## src/rtl/dcache_data_store.sv

```systemverilog
// dcache_data_store
//   Set-associative data store and access controller for the data cache.
//   It sits between the datapath request port (dREN/dWEN) and the memory
//   arbiter. It handles hits combinationally and refills a missing block one
//   word at a time. A dirty victim is first pushed to the write buffer.
//   Replacement uses a round-robin pointer per set. A halt-time flush writes
//   back every dirty line and then raises flushed.
//
//   Parameters : WAYS (associativity), SETS (sets per way), WORDS (words/block)
//   Ports      : CLK, RST (sync, active-high)
//                dREN, dWEN, daddr, dstore  -> datapath request
//                hit, ddata                 <- request serviced / read data
//                halt, flushed              -> flush request / completion
//                dmissREN, rdaddr, dwait, dload      -> fill read channel
//                ddirtyWEN, ddirtyaddr, ddirtydata, full -> writeback channel
//   Optional   : define DS_HIT_COUNTER_EN to add output hitcount[31:0].
//                It counts IDLE cycles that hit.
module dcache_data_store #(
  parameter int WAYS  = 2,
  parameter int SETS  = 8,
  parameter int WORDS = 2
) (
  input  logic        CLK,
  input  logic        RST,
  input  logic        dREN,
  input  logic        dWEN,
  input  logic [31:0] daddr,
  input  logic [31:0] dstore,
  input  logic        halt,
  input  logic        dwait,
  input  logic [31:0] dload,
  input  logic        full,
  output logic        hit,
  output logic [31:0] ddata,
  output logic        dmissREN,
  output logic [31:0] rdaddr,
  output logic        ddirtyWEN,
  output logic [31:0] ddirtyaddr,
  output logic [31:0] ddirtydata,
  output logic        flushed
`ifdef DS_HIT_COUNTER_EN
  ,
  output logic [31:0] hitcount
`endif
);

  localparam int WAYB  = (WAYS > 1) ? $clog2(WAYS) : 1;
  localparam int SETB  = $clog2(SETS);
  localparam int WORDB = (WORDS > 1) ? $clog2(WORDS) : 1;
  localparam int WOFF  = $clog2(WORDS);
  localparam int TAGW  = 30 - WOFF - SETB;

  localparam logic [2:0] IDLE   = 3'd0;
  localparam logic [2:0] WB     = 3'd1;
  localparam logic [2:0] FILL   = 3'd2;
  localparam logic [2:0] FLUSH  = 3'd3;
  localparam logic [2:0] HALTED = 3'd4;

  logic [31:0]      datamem  [WAYS][SETS][WORDS];
  logic [TAGW-1:0]  tagmem   [WAYS][SETS];
  logic [SETS-1:0]  validmem [WAYS];
  logic [SETS-1:0]  dirtymem [WAYS];
  logic [WAYB-1:0]  ptrmem   [SETS];

  logic [2:0]       state;
  logic [WORDB-1:0] k;
  logic [WAYB-1:0]  vway;
  logic [SETB-1:0]  fset;
  logic [WAYB-1:0]  fway;

  logic [TAGW-1:0]  rtag;
  logic [SETB-1:0]  ridx;
  logic [WORDB-1:0] rword;
  logic             req, matchany, klast, fdirty, wbactive, fadvance;
  logic [WAYB-1:0]  mway, vsel, wbway;
  logic [SETB-1:0]  wbset;
  logic             unusedbits;

  assign unusedbits = ^daddr[1:0];

  // Rebuild a word address from its tag, index and word-in-block fields.
  function automatic logic [31:0] mkaddr(input logic [TAGW-1:0] t,
                                         input logic [SETB-1:0] s,
                                         input logic [WORDB-1:0] w);
    logic [31:0] a;
    a = (32'(t) << (2 + WOFF + SETB)) | (32'(s) << (2 + WOFF));
    if (WORDS > 1) a = a | (32'(w) << 2);
    return a;
  endfunction

  assign rtag  = daddr[31 -: TAGW];
  assign ridx  = daddr[2 + WOFF +: SETB];
  assign rword = (WORDS > 1) ? daddr[2 +: WORDB] : '0;
  assign req   = dREN | dWEN;
  assign klast = (k == WORDB'(WORDS - 1));

  // Tag compare across all ways. The victim is the lowest invalid way. When
  // every way is valid, the victim falls back to the set's pointer.
  always_comb begin
    matchany = 1'b0;
    mway     = '0;
    for (int w = 0; w < WAYS; w++) begin
      if (validmem[w][ridx] && (tagmem[w][ridx] == rtag)) begin
        matchany = 1'b1;
        mway     = WAYB'(w);
      end
    end
    vsel = ptrmem[ridx];
    for (int w = WAYS - 1; w >= 0; w--) begin
      if (!validmem[w][ridx]) vsel = WAYB'(w);
    end
  end

  // Writeback and flush share the push channel. WB drains the latched victim
  // in the requested set. FLUSH drains the line under the scan counters.
  always_comb begin
    fdirty     = validmem[fway][fset] && dirtymem[fway][fset];
    wbactive   = (state == WB) || ((state == FLUSH) && fdirty);
    wbway      = (state == WB) ? vway : fway;
    wbset      = (state == WB) ? ridx : fset;
    fadvance   = (state == FLUSH) && (!fdirty || (!full && klast));
    hit        = (state == IDLE) && !halt && req && matchany;
    ddata      = (hit && dREN) ? datamem[mway][ridx][rword] : 32'd0;
    dmissREN   = (state == FILL);
    rdaddr     = dmissREN ? mkaddr(rtag, ridx, k) : 32'd0;
    ddirtyWEN  = wbactive;
    ddirtyaddr = wbactive ? mkaddr(tagmem[wbway][wbset], wbset, k) : 32'd0;
    ddirtydata = wbactive ? datamem[wbway][wbset][k] : 32'd0;
    flushed    = (state == HALTED);
  end

  // Control FSM and line metadata. A reset abandons any transfer in flight
  // and invalidates every line.
  always_ff @(posedge CLK) begin
    if (RST) begin
      state <= IDLE;
      k     <= '0;
      vway  <= '0;
      fset  <= '0;
      fway  <= '0;
      for (int w = 0; w < WAYS; w++) begin
        validmem[w] <= '0;
        dirtymem[w] <= '0;
      end
      for (int s = 0; s < SETS; s++) ptrmem[s] <= '0;
    end else begin
      case (state)
        IDLE: begin
          if (halt) begin
            state <= FLUSH;
            fset  <= '0;
            fway  <= '0;
            k     <= '0;
          end else if (req) begin
            if (matchany) begin
              if (dWEN) dirtymem[mway][ridx] <= 1'b1;
            end else begin
              vway  <= vsel;
              k     <= '0;
              state <= (validmem[vsel][ridx] && dirtymem[vsel][ridx]) ? WB : FILL;
            end
          end
        end
        WB: begin
          if (!full) begin
            k <= klast ? '0 : k + 1'b1;
            if (klast) state <= FILL;
          end
        end
        FILL: begin
          if (!dwait) begin
            k <= klast ? '0 : k + 1'b1;
            if (klast) begin
              validmem[vway][ridx] <= 1'b1;
              dirtymem[vway][ridx] <= 1'b0;
              tagmem[vway][ridx]   <= rtag;
              ptrmem[ridx] <= (ptrmem[ridx] == WAYB'(WAYS - 1)) ? '0 : ptrmem[ridx] + 1'b1;
              state <= IDLE;
            end
          end
        end
        FLUSH: begin
          if (fdirty && !full) begin
            k <= klast ? '0 : k + 1'b1;
            if (klast) dirtymem[fway][fset] <= 1'b0;
          end
          // Scan order is set-major, ways within a set.
          if (fadvance) begin
            if (fway == WAYB'(WAYS - 1)) begin
              fway <= '0;
              if (fset == SETB'(SETS - 1)) state <= HALTED;
              else fset <= fset + 1'b1;
            end else begin
              fway <= fway + 1'b1;
            end
          end
        end
        HALTED: state <= HALTED;
        default: state <= IDLE;
      endcase
    end
  end

  // Data words carry no reset. A line is unreadable until it is refilled
  // and marked valid.
  always_ff @(posedge CLK) begin
    if ((state == IDLE) && !halt && dWEN && matchany)
      datamem[mway][ridx][rword] <= dstore;
    else if ((state == FILL) && !dwait)
      datamem[vway][ridx][k] <= dload;
  end

`ifdef DS_HIT_COUNTER_EN
  // Hits occur only in IDLE, so the count holds still once the cache halts.
  always_ff @(posedge CLK) begin
    if (RST) hitcount <= 32'd0;
    else if (hit) hitcount <= hitcount + 32'd1;
  end
`endif

endmodule

```

## config.mk

```make
export PLATFORM = sky130hd
export DESIGN_NAME = dcache_data_store
export DESIGN_NICKNAME = d
export VERILOG_FILES = /design/src/rtl/dcache_data_store.sv
export SDC_FILE = /design/constraint.sdc
export NUM_CORES = 2
export LEC_CHECK = 0
export BUFFER_PORTS_ARGS = -buffer_cell sky130_fd_sc_hd__clkbuf_2
export CAP_MARGIN = 20
export CORE_AREA = 2 2 415 417
export DETAILED_ROUTE_END_ITERATION = 10
export DIE_AREA = 0 0 417 419
export HOLD_SLACK_MARGIN = 0.05
export PLACE_DENSITY_LB_ADDON = 0.08
export SLEW_MARGIN = 10
export SYNTH_ARGS = -nofsm -noshare
export SYNTH_HDL_FRONTEND = slang
export SYNTH_SLANG_ARGS = --single-unit
```

## constraint.sdc

```tcl
create_clock -name CLK -period 15.7 [get_ports CLK]
set_input_delay 4.71 -clock CLK [delete_from_list [all_inputs] [get_ports CLK]]
set_output_delay 4.71 -clock CLK [all_outputs]
set_load 0.005 [all_outputs]
```

==> flow_metrics.env <==
export IMPL_cts_resized=0
export IMPL_syn_inst=4523
export IMPL_cts_sinks=1490
export IMPL_fp_dieH_um=419
export IMPL_dp_worst_setup_slack_ns=0.4870
export IMPL_synth_cell_types=81
export IMPL_cts_root_buf="clkbuf_16"
export IMPL_postSynth_asyncResetShare=0
export IMPL_grt_pass1_wl_mm=368.8
export IMPL_grt_pass1_vias=46150
export IMPL_timing_final_ws_setup_ns=0.4442
export IMPL_fin_worst_skew_ns=0.02986
export IMPL_total_power_w=0.01009
export IMPL_synth_seq_cells=1490
export IMPL_clk_pin_slew_ns=0.06
export IMPL_dieWidth_um=417
export IMPL_crit_type="input port to output port"
export IMPL_synth_edf_count=1464
export IMPL_max_freq_ghz=0.06555
export IMPL_ys_seq_area_frac=0.6245
export IMPL_wirelength_mm=267.9
export IMPL_worstPathArrival_ns=10.55
export IMPL_gr_total_overflow=0
export IMPL_slowest_delay_ns=0.72
export IMPL_num_vias=46590
export IMPL_dieArea_mm2=0.1747
export IMPL_tns_ns=0
export IMPL_cts_buffers=167
export IMPL_final_common_cell="edfxtp_1"
export IMPL_cap_violations=0
export IMPL_crit_top_cell="buf_4"
export IMPL_fp_row_count=152
export IMPL_htree_levels=4
export IMPL_fin_nets=4845
export IMPL_drive_gt1_frac=0.2636
export IMPL_slew_headroom=0.2188
export IMPL_powerDensity_mw_per_mm2=124.9
export IMPL_wl_per_cell_um=37.67
export IMPL_hpwl_mm=149.3
export IMPL_cellLeakagePower_nw=26.18
export IMPL_fin_crit_ns=15.26
export IMPL_setup_violations=0
export IMPL_critPathCaptureType="output port"
export IMPL_rsz0062_at_grt="no"
export IMPL_slowest_stage="a21oi_1"
export IMPL_io_pins=235
export IMPL_final_area_mm2=0.08079
export IMPL_ir_drop_mv=0.1172
export IMPL_clk_path_buf_depth=3
export IMPL_dpl_cell_area_mm2=0.07551
export IMPL_port_buffers=228
export IMPL_tightest_slew_ns=1.172
export IMPL_cp_start_kind="input port"
export IMPL_syn_area_mm2=0.07123
export IMPL_syn_area_per_cell_um2=15.75
export IMPL_gp_congestion=0.8502
export IMPL_crit_required_ns=10.99
export IMPL_cts_tree="done"
export IMPL_status="completed"
export IMPL_crit_chain="buf_8 > buf_4 > mux4_2 > mux2i_1 > xor2_1 > nand3_1 > nor4_1 > and4_4 > buf_4 > buf_4 > mux2i_1 > a22oi_1 > o21ai_1 > a2111o_1 > a21oi_1 > buf_4 > clkbuf_2"
export IMPL_slew_viol_final=0
export IMPL_finalHoldViolCount=0
export IMPL_drtIter0Drc=5852
export IMPL_timing_final_crit_share=0.9717
export IMPL_drtPass1Iterations=5
export IMPL_post_cts_setup_buffers=0
export IMPL_synth_warnings=0
export IMPL_areaGrowthSynthToFinish_pct=13.42
export IMPL_cts_hold_buffers=0
export IMPL_initial_core_util=0.4175
export IMPL_viasPerCell=6.551
export IMPL_crit_fanout=76
export IMPL_nFillCells=14730
export IMPL_final_cell_mix="1,464 x edfxtp_1, 451 x mux4_2, 428 x nand2_1, 377 x mux2i_1, 225 x clkbuf_2"
export IMPL_grt_max_degree=122
export IMPL_antenna_found_initial=5
export IMPL_ant_nets=0
export IMPL_utilization=0.4736
export IMPL_synth_ff_type="edfxtp_1"
export IMPL_core_mm2=0.1706
export IMPL_grt_use_total=0.3038
export IMPL_clk_latency_ns=0.81
export IMPL_drc_errors=0
export IMPL_holdCritPathClass="flop to flop"
flip-flops by register name, indices dropped and copies added (netlist names), named ones only:
register,count
k,1
validmem,16
ptrmem,8
datamem,1024
dirtymem,16
vway,1
fway,1
fset,3
state,3
tagmem,416
report_power, final:
group          internal (W)  leakage, nW  total [W]  switching, W
logic              0.000581         10.2    0.00171       0.00113
clock network       0.00220         2.55    0.00383       0.00163
registers           0.00450         13.4    0.00454     0.0000432
worst paths after layout:
path / start / depth (start not counted) / slack [ns] / to
min: validmem[1][5] / 2 / 0.51 / validmem[1][5]
min reg2reg: validmem[1][5] / 2 / 0.51 / validmem[1][5]
max: daddr[3] / 17 / 0.44 / ddata[15]
max reg2reg: tagmem[0][44] / 12 / 9.66 / datamem[0][313]
per-layer routing:
layer | vias up | track usage | routed length [um]
met3 | 480 | 0.04489 | 19010
met5 | - | 0 | 21
met1 | 24930 | 0.3984 | 106100
met2 | 2329 | 0.5119 | 131900
met4 | 4 | 0.1156 | 10970
li1 | 18850 | - | -
per-stage QoR:
step,hold WS [ns],instances
2_1_floorplan,0.4756,4526
3_5_place_dp,0.4991,6803
5_1_grt,0.5483,7112
4_1_cts,0.5077,7111
6_report,0.5088,7113
3_3_place_gp,0.4962,6801
cell families (layout without fill, tap and decap cells):
group / after synthesis / after routing / synth area share
flip-flops: 1490 / 1490 / 0.6245
AND/OR/NAND/NOR: 1012 / 1012 / 0.06508
multiplexers: 945 / 945 / 0.2140
AO/OA/AOI/OAI: 648 / 648 / 0.06410
buffers and inverters: 388 / 741 / 0.02732
XOR/XNOR: 37 / 37 / 0.004550
adder cells (fa/ha/maj): 2 / 2 / 0.0003513
other: 1 / 5 / 0.00005265
synth_stat cells (11+ instances only):
cell | count | area share
a311oi_1 | 32 | 0.0039
clkbuf_1 | 215 | 0.011
dfxtp_1 | 26 | 0.0073
a22oi_1 | 151 | 0.016
nand4_1 | 37 | 0.0032
xnor2_1 | 13 | 0.0016
mux4_2 | 451 | 0.14
buf_1 | 45 | 0.0024
o22ai_1 | 103 | 0.0090
and3_1 | 65 | 0.0057
nand3_1 | 151 | 0.011
xor2_1 | 24 | 0.0030
a21oi_1 | 74 | 0.0052
a31oi_1 | 36 | 0.0032
buf_4 | 38 | 0.0040
nor2b_1 | 16 | 0.0014
o32ai_1 | 11 | 0.0014
a221o_1 | 16 | 0.0022
o21ai_0 | 67 | 0.0047
buf_6 | 31 | 0.0049
o22a_1 | 12 | 0.0015
nor2_1 | 188 | 0.0099
mux2_2 | 111 | 0.018
a221oi_1 | 38 | 0.0047
buf_2 | 29 | 0.0020
edfxtp_1 | 1464 | 0.62
o211ai_1 | 16 | 0.0017
o221ai_1 | 15 | 0.0018
and2_1 | 38 | 0.0033
inv_1 | 20 | 0.0011
nor3_1 | 16 | 0.0011
mux2i_1 | 381 | 0.054
nand2_1 | 436 | 0.023
a211oi_1 | 18 | 0.0019
worst max-delay path: cells and delay by family:
kind | cells | cell delay (ns)
xor gates and xnor gates | 1 | 0.51
muxes | 3 | 0.90
buffers and inverters | 6 | 2.12
AOI/OAI and AO/OA | 4 | 1.38
and+or+nand+nor | 3 | 0.82
layout make-up:
| class | instances | area (um^2) | area share |
|---|---|---|---|
| Inverter | 24 | 90.09 | 0.001115 |
| Timing Repair Buffer | 409 | 2808 | 0.03475 |
| Sequential cell | 1490 | 44490 | 0.5507 |
| Tap cell | 2233 | 2794 | 0.03458 |
| Multi-Input combinational cell | 2648 | 25360 | 0.3139 |
| Clock inverter | 96 | 752.0 | 0.009308 |
| Clock buffer | 212 | 4497 | 0.05566 |
| Antenna cell | 1 | 2.502 | 0.00003098 |
Power figures use the tool's default switching activity.
